`src/rtl/lc3_pkg.sv`:
```
// Shared LC-3 operate-unit definitions: opcodes, ALU function codes, FSM states.
// Latency: n/a (constants, types and a pure helper function only).
// Backpressure: n/a.
package lc3_pkg;

  // LC-3 opcodes handled by the operate controller
  localparam logic [3:0] OP_ADD = 4'b0001;
  localparam logic [3:0] OP_AND = 4'b0101;
  localparam logic [3:0] OP_NOT = 4'b1001;

  // ALUK encodings understood by the external 3-function ALU
  localparam logic [1:0] ALUK_ADD  = 2'b00;
  localparam logic [1:0] ALUK_AND  = 2'b01;
  localparam logic [1:0] ALUK_NOT  = 2'b10;
  localparam logic [1:0] ALUK_ZERO = 2'b11;

  // Condition codes after reset: Z set, as if the last result was zero
  localparam logic [2:0] NZP_RESET = 3'b010;

  typedef enum logic [1:0] {
    IDLE   = 2'b00,
    DECODE = 2'b01,
    EXEC   = 2'b10,
    WB     = 2'b11
  } state_e;

  // {N,Z,P} from the sign bit and a zero flag of a result
  function automatic logic [2:0] nzp_flags(input logic msb, input logic is_zero);
    return {msb, is_zero, !msb && !is_zero};
  endfunction

endpackage

```
`src/rtl/lc3_regfile.sv`:
```
// General register file: two combinational read ports, one debug read port, one write port.
// Latency: reads are combinational; a write is visible after the clock edge that performs it.
// Backpressure: none; writes are accepted every cycle that we is high.
module lc3_regfile
  import lc3_pkg::*;
#(
  parameter int DATA_SIZE = 16,
  parameter int REG_NUM   = 8,
  parameter int AW        = $clog2(REG_NUM)
) (
  input  logic                 clk,
  input  logic                 rst_n,
  input  logic [AW-1:0]        ra_addr,
  output logic [DATA_SIZE-1:0] ra_data,
  input  logic [AW-1:0]        rb_addr,
  output logic [DATA_SIZE-1:0] rb_data,
  input  logic [AW-1:0]        dbg_addr,
  output logic [DATA_SIZE-1:0] dbg_data,
  input  logic                 we,
  input  logic [AW-1:0]        wa,
  input  logic [DATA_SIZE-1:0] wd
);

  logic [DATA_SIZE-1:0] regs_q [REG_NUM];
  logic [DATA_SIZE-1:0] regs_d [REG_NUM];

  // Next register contents: hold, except the single written entry
  always_comb begin
    regs_d = regs_q;
    if (we) begin
      regs_d[wa] = wd;
    end
  end

  // Register storage with asynchronous clear
  always_ff @(posedge clk or negedge rst_n) begin
    if (!rst_n) begin
      for (int i = 0; i < REG_NUM; i++) begin
        regs_q[i] <= '0;
      end
    end else begin
      regs_q <= regs_d;
    end
  end

  assign ra_data  = regs_q[ra_addr];
  assign rb_data  = regs_q[rb_addr];
  assign dbg_data = regs_q[dbg_addr];

endmodule

```
`src/rtl/lc3_operate_ctrl.sv`:
```
// Issue/control for LC-3 ADD/AND/NOT: decode, drive the external ALU, write back, update NZP.
// Latency: accept at cycle 0, done pulse in cycle 3; illegal opcode pulses illegal in cycle 2.
// Backpressure: instr_ready is high only in IDLE, so one instruction is in flight at a time.
module lc3_operate_ctrl
  import lc3_pkg::*;
#(
  parameter int DATA_SIZE = 16,
  parameter int REG_NUM   = 8
) (
  input  logic                 clk,
  input  logic                 rst_n,
  input  logic                 instr_valid,
  input  logic [15:0]          instr,
  output logic                 instr_ready,
  output logic [DATA_SIZE-1:0] alu_op_a,
  output logic [DATA_SIZE-1:0] alu_op_b,
  output logic [1:0]           aluk,
  input  logic [DATA_SIZE-1:0] alu_y,
  input  logic                 alu_cyo,
  output logic                 done,
  output logic                 illegal,
  output logic [2:0]           nzp,
  input  logic [2:0]           dbg_addr,
  output logic [DATA_SIZE-1:0] dbg_data
);

  localparam int MSB = DATA_SIZE - 1;

  state_e               state_q, state_d;
  logic [15:0]          instr_q, instr_d;
  logic [DATA_SIZE-1:0] op_a_q, op_a_d;
  logic [DATA_SIZE-1:0] op_b_q, op_b_d;
  logic [DATA_SIZE-1:0] result_q, result_d;
  logic                 cyo_q, cyo_d;
  logic [1:0]           aluk_sel_q, aluk_sel_d;
  logic [2:0]           nzp_q, nzp_d;
  logic                 illegal_q, illegal_d;

  // Instruction fields of the latched word
  logic [3:0]           opcode;
  logic [2:0]           dr;
  logic [2:0]           sr1;
  logic [2:0]           sr2;
  logic                 imm_sel;
  logic [DATA_SIZE-1:0] imm_sext;
  logic [DATA_SIZE-1:0] rd_a;
  logic [DATA_SIZE-1:0] rd_b;
  logic                 wb_en;

  assign opcode   = instr_q[15:12];
  assign dr       = instr_q[11:9];
  assign sr1      = instr_q[8:6];
  assign sr2      = instr_q[2:0];
  assign imm_sel  = instr_q[5];
  assign imm_sext = {{(DATA_SIZE-5){instr_q[4]}}, instr_q[4:0]};

  // Carry-out is kept with the result for observability only; nothing consumes it.
  logic unused_cyo;
  assign unused_cyo = cyo_q;

  lc3_regfile #(
    .DATA_SIZE (DATA_SIZE),
    .REG_NUM   (REG_NUM)
  ) u_regfile (
    .clk      (clk),
    .rst_n    (rst_n),
    .ra_addr  (sr1),
    .ra_data  (rd_a),
    .rb_addr  (sr2),
    .rb_data  (rd_b),
    .dbg_addr (dbg_addr),
    .dbg_data (dbg_data),
    .we       (wb_en),
    .wa       (dr),
    .wd       (result_q)
  );

  // Next-state and datapath register updates for the four-phase sequence
  always_comb begin
    state_d    = state_q;
    instr_d    = instr_q;
    op_a_d     = op_a_q;
    op_b_d     = op_b_q;
    result_d   = result_q;
    cyo_d      = cyo_q;
    aluk_sel_d = aluk_sel_q;
    nzp_d      = nzp_q;
    illegal_d  = 1'b0;

    case (state_q)
      IDLE: begin
        if (instr_valid) begin
          instr_d = instr;
          state_d = DECODE;
        end
      end
      DECODE: begin
        // Sources are sampled here, so DR==SRx sees the pre-writeback value.
        case (opcode)
          OP_ADD: begin
            op_a_d     = rd_a;
            op_b_d     = imm_sel ? imm_sext : rd_b;
            aluk_sel_d = ALUK_ADD;
            state_d    = EXEC;
          end
          OP_AND: begin
            op_a_d     = rd_a;
            op_b_d     = imm_sel ? imm_sext : rd_b;
            aluk_sel_d = ALUK_AND;
            state_d    = EXEC;
          end
          OP_NOT: begin
            op_a_d     = rd_a;
            op_b_d     = '0;
            aluk_sel_d = ALUK_NOT;
            state_d    = EXEC;
          end
          default: begin
            illegal_d = 1'b1;
            state_d   = IDLE;
          end
        endcase
      end
      EXEC: begin
        result_d = alu_y;
        cyo_d    = alu_cyo;
        state_d  = WB;
      end
      WB: begin
        nzp_d   = nzp_flags(result_q[MSB], result_q == '0);
        state_d = IDLE;
      end
      default: begin
        state_d = IDLE;
      end
    endcase
  end

  // State and datapath registers; reset drops any in-flight instruction
  always_ff @(posedge clk or negedge rst_n) begin
    if (!rst_n) begin
      state_q    <= IDLE;
      instr_q    <= '0;
      op_a_q     <= '0;
      op_b_q     <= '0;
      result_q   <= '0;
      cyo_q      <= 1'b0;
      aluk_sel_q <= ALUK_ZERO;
      nzp_q      <= NZP_RESET;
      illegal_q  <= 1'b0;
    end else begin
      state_q    <= state_d;
      instr_q    <= instr_d;
      op_a_q     <= op_a_d;
      op_b_q     <= op_b_d;
      result_q   <= result_d;
      cyo_q      <= cyo_d;
      aluk_sel_q <= aluk_sel_d;
      nzp_q      <= nzp_d;
      illegal_q  <= illegal_d;
    end
  end

  assign instr_ready = (state_q == IDLE);
  assign wb_en       = (state_q == WB);
  assign done        = wb_en;
  assign aluk        = (state_q == EXEC) ? aluk_sel_q : ALUK_ZERO;
  assign alu_op_a    = op_a_q;
  assign alu_op_b    = op_b_q;
  assign illegal     = illegal_q;
  assign nzp         = nzp_q;

endmodule

```
`config.mk`:
```
export PLATFORM = sky130hd
export DESIGN_NAME = lc3_operate_ctrl
export DESIGN_NICKNAME = d
export VERILOG_FILES = /design/src/rtl/lc3_pkg.sv /design/src/rtl/lc3_regfile.sv /design/src/rtl/lc3_operate_ctrl.sv
export SDC_FILE = /design/constraint.sdc
export NUM_CORES = 1
export LEC_CHECK = 0
export CAP_MARGIN = 20
export CORE_MARGIN = 1.5
export CORE_UTILIZATION = 58
export DETAILED_ROUTE_END_ITERATION = 8
export PLACE_DENSITY_LB_ADDON = 0.1
export SLEW_MARGIN = 20
export SYNTH_ARGS = -nofsm -noshare
export SYNTH_HDL_FRONTEND = slang
export SYNTH_SLANG_ARGS = --single-unit
```
`constraint.sdc`:
```
create_clock -name clk -period 2.45 [get_ports clk]
set_clock_uncertainty 0.15 [all_clocks]
set_input_delay 0.245 -clock clk [delete_from_list [all_inputs] [get_ports clk]]
set_output_delay 0.245 -clock clk [all_outputs]
set_load 0.005 [all_outputs]
```
Yosys cells after proc, flatten, opt, wreduce, memory -nomap -nowiden
Index checks and enable logic that the tools add are counted.
Storage, ports and cells
  word-level logic and storage cells: 67
  bits in registers: 200
  input bits: 39
  output and inout bits: 56
Cells by class
  mux-type cells: 21
  reductions and logical operators: 14
  bitwise logic cells: 4
  $lt $le $gt $ge: 5
  equal/unequal tests: 7
Operators by type and width (count)
  $bmux W16 S3: 3
  $bwmux W128: 1
  $mux W16: 8
  $demux W16 S3: 1
  $pmux W16 S2: 1
  $ge A4 B4 Y1 const B: 4
  $logic_not A16 Y1: 1
  $not A3 Y4: 4
  $pmux W2 S4: 1
  $reduce_and A2 Y1: 4
  $mux W2: 3
  $pmux W2 S3: 1
  $eq A2 B2 Y1 const B: 2
  $eq A4 B1 Y1 const B: 1
  $eq A4 B3 Y1 const B: 1
  $eq A4 B4 Y1 const B: 1
  $lt A4 B1 Y1 const B: 1
  $reduce_bool A3 Y1: 1
  $reduce_or A3 Y1: 1
  $eq A2 B1 Y1 const B: 1
  $logic_and A1 B1 Y1: 2
  $logic_not A1 Y1: 2
  $logic_not A2 Y1: 1
  $mux W1: 2
  other kinds (3): 3

Logic depth before layout (Yosys ltp)
  word-level depth: 6
  mapped depth: 7
  gate-level depth less buffers: 4

Cells and area by module
A second synthesis with hierarchy kept.
Unflattened totals
  cell total of the unflattened synthesis: 664
  area total of the unflattened synthesis: 11167.0 um2
Modules (own cells, without submodules)
  lc3_regfile: instances 1, cells an instance 450, area each 8071.5 um2
  lc3_operate_ctrl: instances 1, cells an instance 214, area each 3095.5 um2

Least setup slack after synthesis
OpenSTA, ideal clock, no wires.
  kind: register to register
  from: register instr_q[0]
  to: register op_b_q[2], in the netlist alu_op_b[2]
  stages on the path, launching flop included: 7
  slack: 482 ps
  clock period less this slack: 1968 ps
  required time: 2176 ps
  data arrival time: 1694 ps
  cells stage by stage: dfrtp_1 > buf_2 > buf_4 > buf_2 > mux4_2 > a32oi_1 > nand2_1
On the way
  cells in the longest elaborated chain, start to end: 6
RTL lines
  from (decl): RTL line lc3_operate_ctrl.sv:30  | logic [15:0] instr_q, instr_d;
  from (signal assigned): RTL line lc3_operate_ctrl.sv:153  | instr_q <= instr_d;
  $not A3 Y4 (implied by the code): RTL line lc3_regfile.sv:47  | assign rb_data = regs_q[rb_addr];
  $bmux W16 S3: RTL line lc3_regfile.sv:47
  $mux W16 (implied by the code) (2 in series): RTL line lc3_regfile.sv:47
  $mux W16: RTL line lc3_operate_ctrl.sv:102, lc3_operate_ctrl.sv:108
  $pmux W16 S2: RTL line lc3_operate_ctrl.sv:99  | case (opcode)
  to (signal assigned): RTL line lc3_operate_ctrl.sv:155  | op_b_q <= op_b_d;
  to (decl): RTL line lc3_operate_ctrl.sv:32  | logic [DATA_SIZE-1:0] op_b_q, op_b_d;
No other way between the ends. The select of a mux whose other input is x is not followed.
A chain may end at the register's enable or synchronous reset.

Worst setup path in the final report
  from: register u_regfile.regs_q[60] in the netlist's numbering
  to: output dbg_data[12]
On the way
  cells in the longest elaborated chain, start to end: 3
RTL lines
  from (decl): RTL line lc3_regfile.sv:24  | logic [DATA_SIZE-1:0] regs_q [REG_NUM];
  from (signal assigned): RTL line lc3_regfile.sv:42  | regs_q <= regs_d;
  $bmux W16 S3: RTL line lc3_regfile.sv:48  | assign dbg_data = regs_q[dbg_addr];
  $mux W16 (implied by the code) (2 in series): RTL line lc3_regfile.sv:48
  to (decl): RTL line lc3_operate_ctrl.sv:24  | output logic [DATA_SIZE-1:0] dbg_data
No other way between the ends. The select of a mux whose other input is x is not followed.

==> results by group <==
Run status
  – Status: complete, no violations

Detailed routing
  – DRC errors left: 0
  – Routed Antenna Nets: 0
  – Via Count: around 6900
  – DRT Pass-1 Iters: 5
  – Drt via density: between 6 and 7
  – Post-Route WL: between 20000 and 30000 um
  – Initial DRC count: about 540
  – Routed wire length per instance: roughly 26 um

Synth
  – Yosys cell types: 36
  – Synth Net Count: 729
  – Synth top area share: 47.4%
  – Mapped Cells: just under 700
  – Main synth FF type: dfrtp_1
  – Leading area contributor after synthesis: dfrtp_1
  – Most common cell in the netlist: dfrtp_1
  – Async SR Flop Fraction: 100%
  – EDFF count, synth: 0
  – Yosys warns: 0
  – Synth area leaders: dfrtp_1 47%, mux4_2 20%, mux2_2 18%
  – Synth Cell Area: between 10000 and 15000 um2
  – List of most frequent post-synthesis cells: 197 x dfrtp_1, 167 x mux2_2, 94 x mux4_2
  – Sequential area share after synthesis: between 40% and 50%
  – Synth Register Bits: 200
  – Syn Area/Cell: between 15 and 20 um2

CTS
  – Clk buf depth: 2
  – Inserted Clock Buffers: 17
  – Max H-tree Level: 4
  – Worst skew pair latency: around 0.44 ns
  – CTS tree: done
  – CTS sink count: 200
  – Clock transition at path regs: ~0.070 ns
  – Root Driver: clkbuf_16

Min path
  – Hold Crit Class: in -> async

Timing
  – Fin crit period: ~2.3 ns
  – Measured slew at the worst slew-check pin: 0.600 ns
  – Slew HR: approximately three fifths
  – RSZ-0062 raised after global routing: false
  – Fmax: between 400 and 500 MHz
  – Final Hold Viols: 0
  – Slew Viols, Final: 0
  – Period utilization: 92.5%
  – Setup Viol. Count Final: 0

Layout
  – Final Non-Filler Cells: 1049
  – Layout cells sized above 1: between 40% and 50%
  – Area delta synth->final: 22.1%
  – Final core utilization: roughly 73%
  – Nets: 850
  – N_diodes: 0

Global routing
  – Grt ovf: 0
  – First-pass GRT wire length: 41800 um
  – Antenna violations before repair: 0
  – Pin count of the biggest net entering global routing: between 60 and 70
  – Vias in the first global route: a little over 7000
  – Total track usage: a little under a third

Floorplan
  – Die W: roughly 140 um
  – Cell Rows: 48
  – Area of the die: between 15000 and 20000 um2
  – Initial core utilization: between 50% and 60%
  – Die Span Y: approximately 140 um
  – IO Pins: 95
  – Core Area: between 15000 and 20000 um2

Critical path
  – Crit Path Max Fanout: 2
  – Arrival @ worst endpoint: between 1.5 and 2 ns
  – WP buf/inv: 1
  – Critical path capture point type: output port
  – CP startpoint kind: flop
  – Top delay family on crit path: multiplexers
  – CP Class: reg -> out
  – CP peak stage delay: approximately 0.45 ns
  – Sequence of cells on the critical path: mux4_2 > mux2_2 > dlygate4sd2_1
  – Required @ worst endpoint: between 2 and 2.5 ns
  – CP max-delay cell: mux4_2

Pwr
  – Peak supply drop: just under 0.001 V
  – Leakage: between 5 and 6 nW
  – Pwr/cell area: ~1200 nW/um2

Place
  – Placed cell count: a little under 1000
  – Hpwl dp: roughly 16000 um
  – PortBufs: between 90 and 100
  – GP Congestion: 0.839

Run
  – Max-Cap Viols: 0
-- layer usage --
metal,wire (um),global-route usage [%],vias to the layer above
li1,-,-,2895
met2,13500,49.5,336
met3,2090,6.33,49
met1,11100,42.3,3660
met5,0,0,-
met4,800,12.4,0
-- flip-flops by register name, summed over array words and instances (netlist names), named ones only --
signal / flops
result_q: 16
alu_op_a: 16
u_regfile.regs_q: 128
nzp: 3
illegal: 1
alu_op_b: 16
instr_q: 16
aluk_sel_q: 2
state_q: 1
-- cell usage in the layout (no fill, tap or decap), types with 13 or more instances in the layout --
cell type        count
mux2_2             166
a21oi_1             13
nand2_1             33
buf_4               65
clkdlybuf4s50_1     74
o21ai_0             20
clkbuf_16           17
mux4_2              94
dlymetal6s2s_1      13
mux2i_1             22
dfrtp_1            195
-- logic make-up (layout without fill, tap and decap cells) --
family	count (synthesis)	after routing	synth area share, %
compound gates	54	54	3.44
buf+inv	71	205	2.98
flops	200	200	48.1
mux	293	293	42.0
simple gates	72	72	3.44
-- where the power goes --
group	switching [mW]	internal [mW]
combinational	2.35	3.80
sequential	1.46	4.59
clock	1.23	1.66
-- worst paths after layout --
check	from	endpoint	slack [ns]	cells past startpoint
min reg2reg	aluk_sel_q[0]	aluk_sel_q[0]	0.34	2
min in group clk	instr_valid	state_q[0]	0.26	3
max reg2reg	state_q[0]	u_regfile.regs_q[125]	0.38	4
max in group asynchronous	rst_n	alu_op_a[8]	1.17	3
max	u_regfile.regs_q[60]	dbg_data[12]	0.18	3
min	rst_n	instr_q[12]	0.24	2
-- through the flow --
stage               setup WS [ns]  hold slack [ns]  power (mW)  instance area, um2  TNS (ns)
global route                0.138            0.249        15.8               12700         0
floorplan                   0.482           -0.201        9.68               10400         0
detailed placement        -0.0633            0.144        11.8               11700    -0.534
CTS                    0.00000622            0.231        15.0               12500         0
global placement          -0.0456            0.141        11.5               11700    -0.380
finish                      0.184            0.241        15.1               12700         0
-- what timing repair did --
item / in CTS / in global routing
buffers inserted: 25 / 17
gates resized for setup: 5 / 13
setup endpoints to repair: 16 / 13
cloned: 1 / 0
hold endpoints to repair: 60 / 0
hold buffers: 1 / 0
-- cell type report --
cell class / instances / area, um2
Timing Repair Buffer: 171 / 1710
Fill cell: 1160 / 4710
Inverter: 2 / 7.51
Clock buffer: 20 / 457
Tap cell: 225 / 282
Multi-Input combinational cell: 419 / 5090
Sequential cell: 200 / 5010
Clock inverter: 12 / 150
(Power assumes the default switching activity.)
==> patch: new RTL, same settings <==
Re-encode `state_e` (4 states) as one-hot, 4 bits wide.
--- a/src/rtl/lc3_pkg.sv
+++ b/src/rtl/lc3_pkg.sv
@@ -17,11 +17,11 @@
   // Condition codes after reset: Z set, as if the last result was zero
   localparam logic [2:0] NZP_RESET = 3'b010;
 
-  typedef enum logic [1:0] {
-    IDLE   = 2'b00,
-    DECODE = 2'b01,
-    EXEC   = 2'b10,
-    WB     = 2'b11
+  typedef enum logic [3:0] {
+    IDLE   = 4'b0001,
+    DECODE = 4'b0010,
+    EXEC   = 4'b0100,
+    WB     = 4'b1000
   } state_e;
 
   // {N,Z,P} from the sign bit and a zero flag of a result
Behaviour: no difference found for any inputs over 4 cycles, from zero or initial values and one cycle with rst_n low; so few cycles prove little.
==> patch against the unedited design <==
- critical path depth stayed put
- synthesized cell count is 10% higher
- critical path type unchanged
- non-clock buffer count is 30 higher
- setup slack worse by 0.098 ns
- sequential cell count is 2 higher
- synthesized area is 2.6% higher
- wire length is 2.9% higher
- first-iteration DRC count is 9.7% higher
- sequential share of layout area is 1.5 points lower
- cell area is 5.1% higher
- cell count is 10% higher
- count of clock-buffer cells in the layout is 10 higher
- critical endpoint is now dbg_data[14]
Power is not compared: it rests on default switching activity, and its combinational part moved more than twofold at a synthesized area within 25%.
==> patch: results (changes against the unedited design) <==
| Metric | Value |
|---|---|
| # port buffers | 93 (unchanged) |
| CP delay by family, top | multiplexers |
| Crit-path slowest cell | mux4_2 |
| Detail Route Antenna Nets | 0 (unchanged) |
| First-pass GRT wire length | 44.3 mm (+6.0%) |
| YS warnings | 0 (unchanged) |
| N_diodes | 0 (unchanged) |
| CP startpoint | u_regfile.regs_q[14] |
| Placed Cells | 1,054 (+8.3%) |
| DRT Pass-1 Iters | 4 (-1) |
| Layout cells sized above 1 | 43.7% (-3.9 points) |
| Slew @ Worst Pin | 0.599 ns (-0.000359 ns) |
| CTS H-Tree Depth | 1 (-3) |
| Post-DP HPWL | 17.5 mm (+7.9%) |
| CTS clk-pin slew, worst paths | 0.06 ns |
| Worst-Skew Late Latency | 0.50 ns (+0.06 ns) |
| Total wire length | 28.3 mm (+2.9%) |
| Post-synth ARST share | 100% (unchanged) |
| Status | finished, final reports clean |
| Pre-CTS WS | -0.0691 ns (-0.00576 ns) |
| Number of flip-flops under the largest register name | 128 (unchanged) |
| NumNets Final | 953 (+12%) |
| Crit Reg-Reg Startpoint | state_q[2] |
| Ranking of synthesized cells by area | dfrtp_1 46%, mux4_2 17%, mux2_2 15%, mux2i_1 4.0%, nand2_1 2.7% |
| Worst path max stage delay | 0.49 ns (+0.04 ns) |
| Leakage power | about 6.3 nW |
| Fillers | 1,200 (+3.4%) |
| Worst Path Arrival | 1.97 ns (+0.10 ns) |
| Syn nets | 801 (+9.9%) |
| Non-filler cells, final | 1,156 (+10%) |
| Number of global-route vias before repair | 7,820 (+8.3%) |
| Maximum vdd drop | 0.000839 V |
| CTS Buf Count | 23 (+6) |
| DRT iter0 DRCs | 590 (+9.7%) |
| Worst-path maximum fanout | 4 (+2) |
| RD Place Congestion | 0.789 (-6.0%) |
| Root Buffer | clkbuf_16 |
| Commonest cells post-synth | 198 x dfrtp_1, 144 x mux2_2, 81 x mux4_2 |
| Unique cell type count in the Yosys netlist | 55 (+53%) |
| Clock Tree Buf Depth | 3 (+1) |
| Setup CP Type | register to output pin |
| Initial antenna violation count | 1 (+1) |
| Routed via count | 7,453 (+7.4%) |
| Most flop-heavy register | u_regfile.regs_q |
| Gr usage total | 29.9% (-1.2 points) |
| Mapped Cells | 762 (+10%) |
| Largest net degree at the start of global routing | 72 (+7.5%) |
| Seq/Total Area, Yosys | 47.4% (-0.76 points) |
| Worst Hold Class | input pin to async pin |
==> patch: changes by cell type in the layout (fill, tap and decap cells not counted), moves of 9 or more <==
| cell | delta |
|---|---|
| mux2_2 | -22 |
| nand2_1 | +45 |
| dlygate4sd2_1 | +15 |
| mux2i_1 | +21 |
| a32oi_1 | +9 |
| a21oi_1 | -12 |
| o21ai_0 | +9 |
| a221o_1 | -10 |
| mux4_2 | -13 |
| mux2_1 | +10 |
| buf_4 | +23 |
| dlymetal6s2s_1 | -13 |
==> patch: where the power goes <==
group	total [W]	internal, W	switching, W
registers	0.00473	0.00382	0.000904
logic	0.00306	0.00159	0.00148
clock network	0.00349	0.00214	0.00134
total	0.0113	0.00755	0.00372
==> patch: timing repair <==
action / in CTS / in global routing
hold buffers: 1 / 0
gates resized for setup: 25 / 3
gates cloned: 1 / 0
hold endpoints to repair: 201 / 0
setup endpoints to repair: 36 / 6
pin swaps: 1 / 0
setup buffers: 62 / 0
==> patch: through the flow <==
stage | instance area (sq um) | hold WS [ns]
floorplan | 10700 | -0.201
global placement | 12100 | 0.0608
finish | 13400 | 0.0904
global route | 13400 | 0.119
CTS | 13400 | 0.103
detailed placement | 12100 | 0.0611
==> patch: worst paths after layout <==
kind                                   endpoint  cells after the start  slack, ns
setup / recovery                   dbg_data[14]                      3       0.09
min in group clk                    result_q[4]                      3       0.12
setup reg to reg           u_regfile.regs_q[48]                      7       0.09
max in group asynchronous                nzp[1]                      3       1.29
hold reg to reg                     alu_op_a[8]                      2       0.33
hold / removal                      instr_q[15]                      2       0.09
==> patch: cell type report <==
cell class / count / share of cell area (%)
repair buffers: 201 / 14.6
clock buffers: 30 / 4.81
inverters: 4 / 0.159
clock inverters: 8 / 0.862
multi-input cells: 482 / 39.5
well taps: 229 / 2.15
flip-flops and latches: 202 / 37.9
==> patch: cells by family after synthesis <==
kind of cell | Yosys count | share of synthesized area, %
compound gates | 64 | 3.98
buf+inv | 78 | 3.40
flops | 202 | 47.4
mux | 288 | 38.8
simple gates | 130 | 6.46
==> patch: metal layers <==
layer  vias to the layer above  track usage, %  routed length (um)
li1                       3190               -                   -
met4                         0            8.88                 751
met3                        60            6.91                2220
met2                       340            49.6               14000
met5                         -               0                   0
met1                      3863            39.8               11300
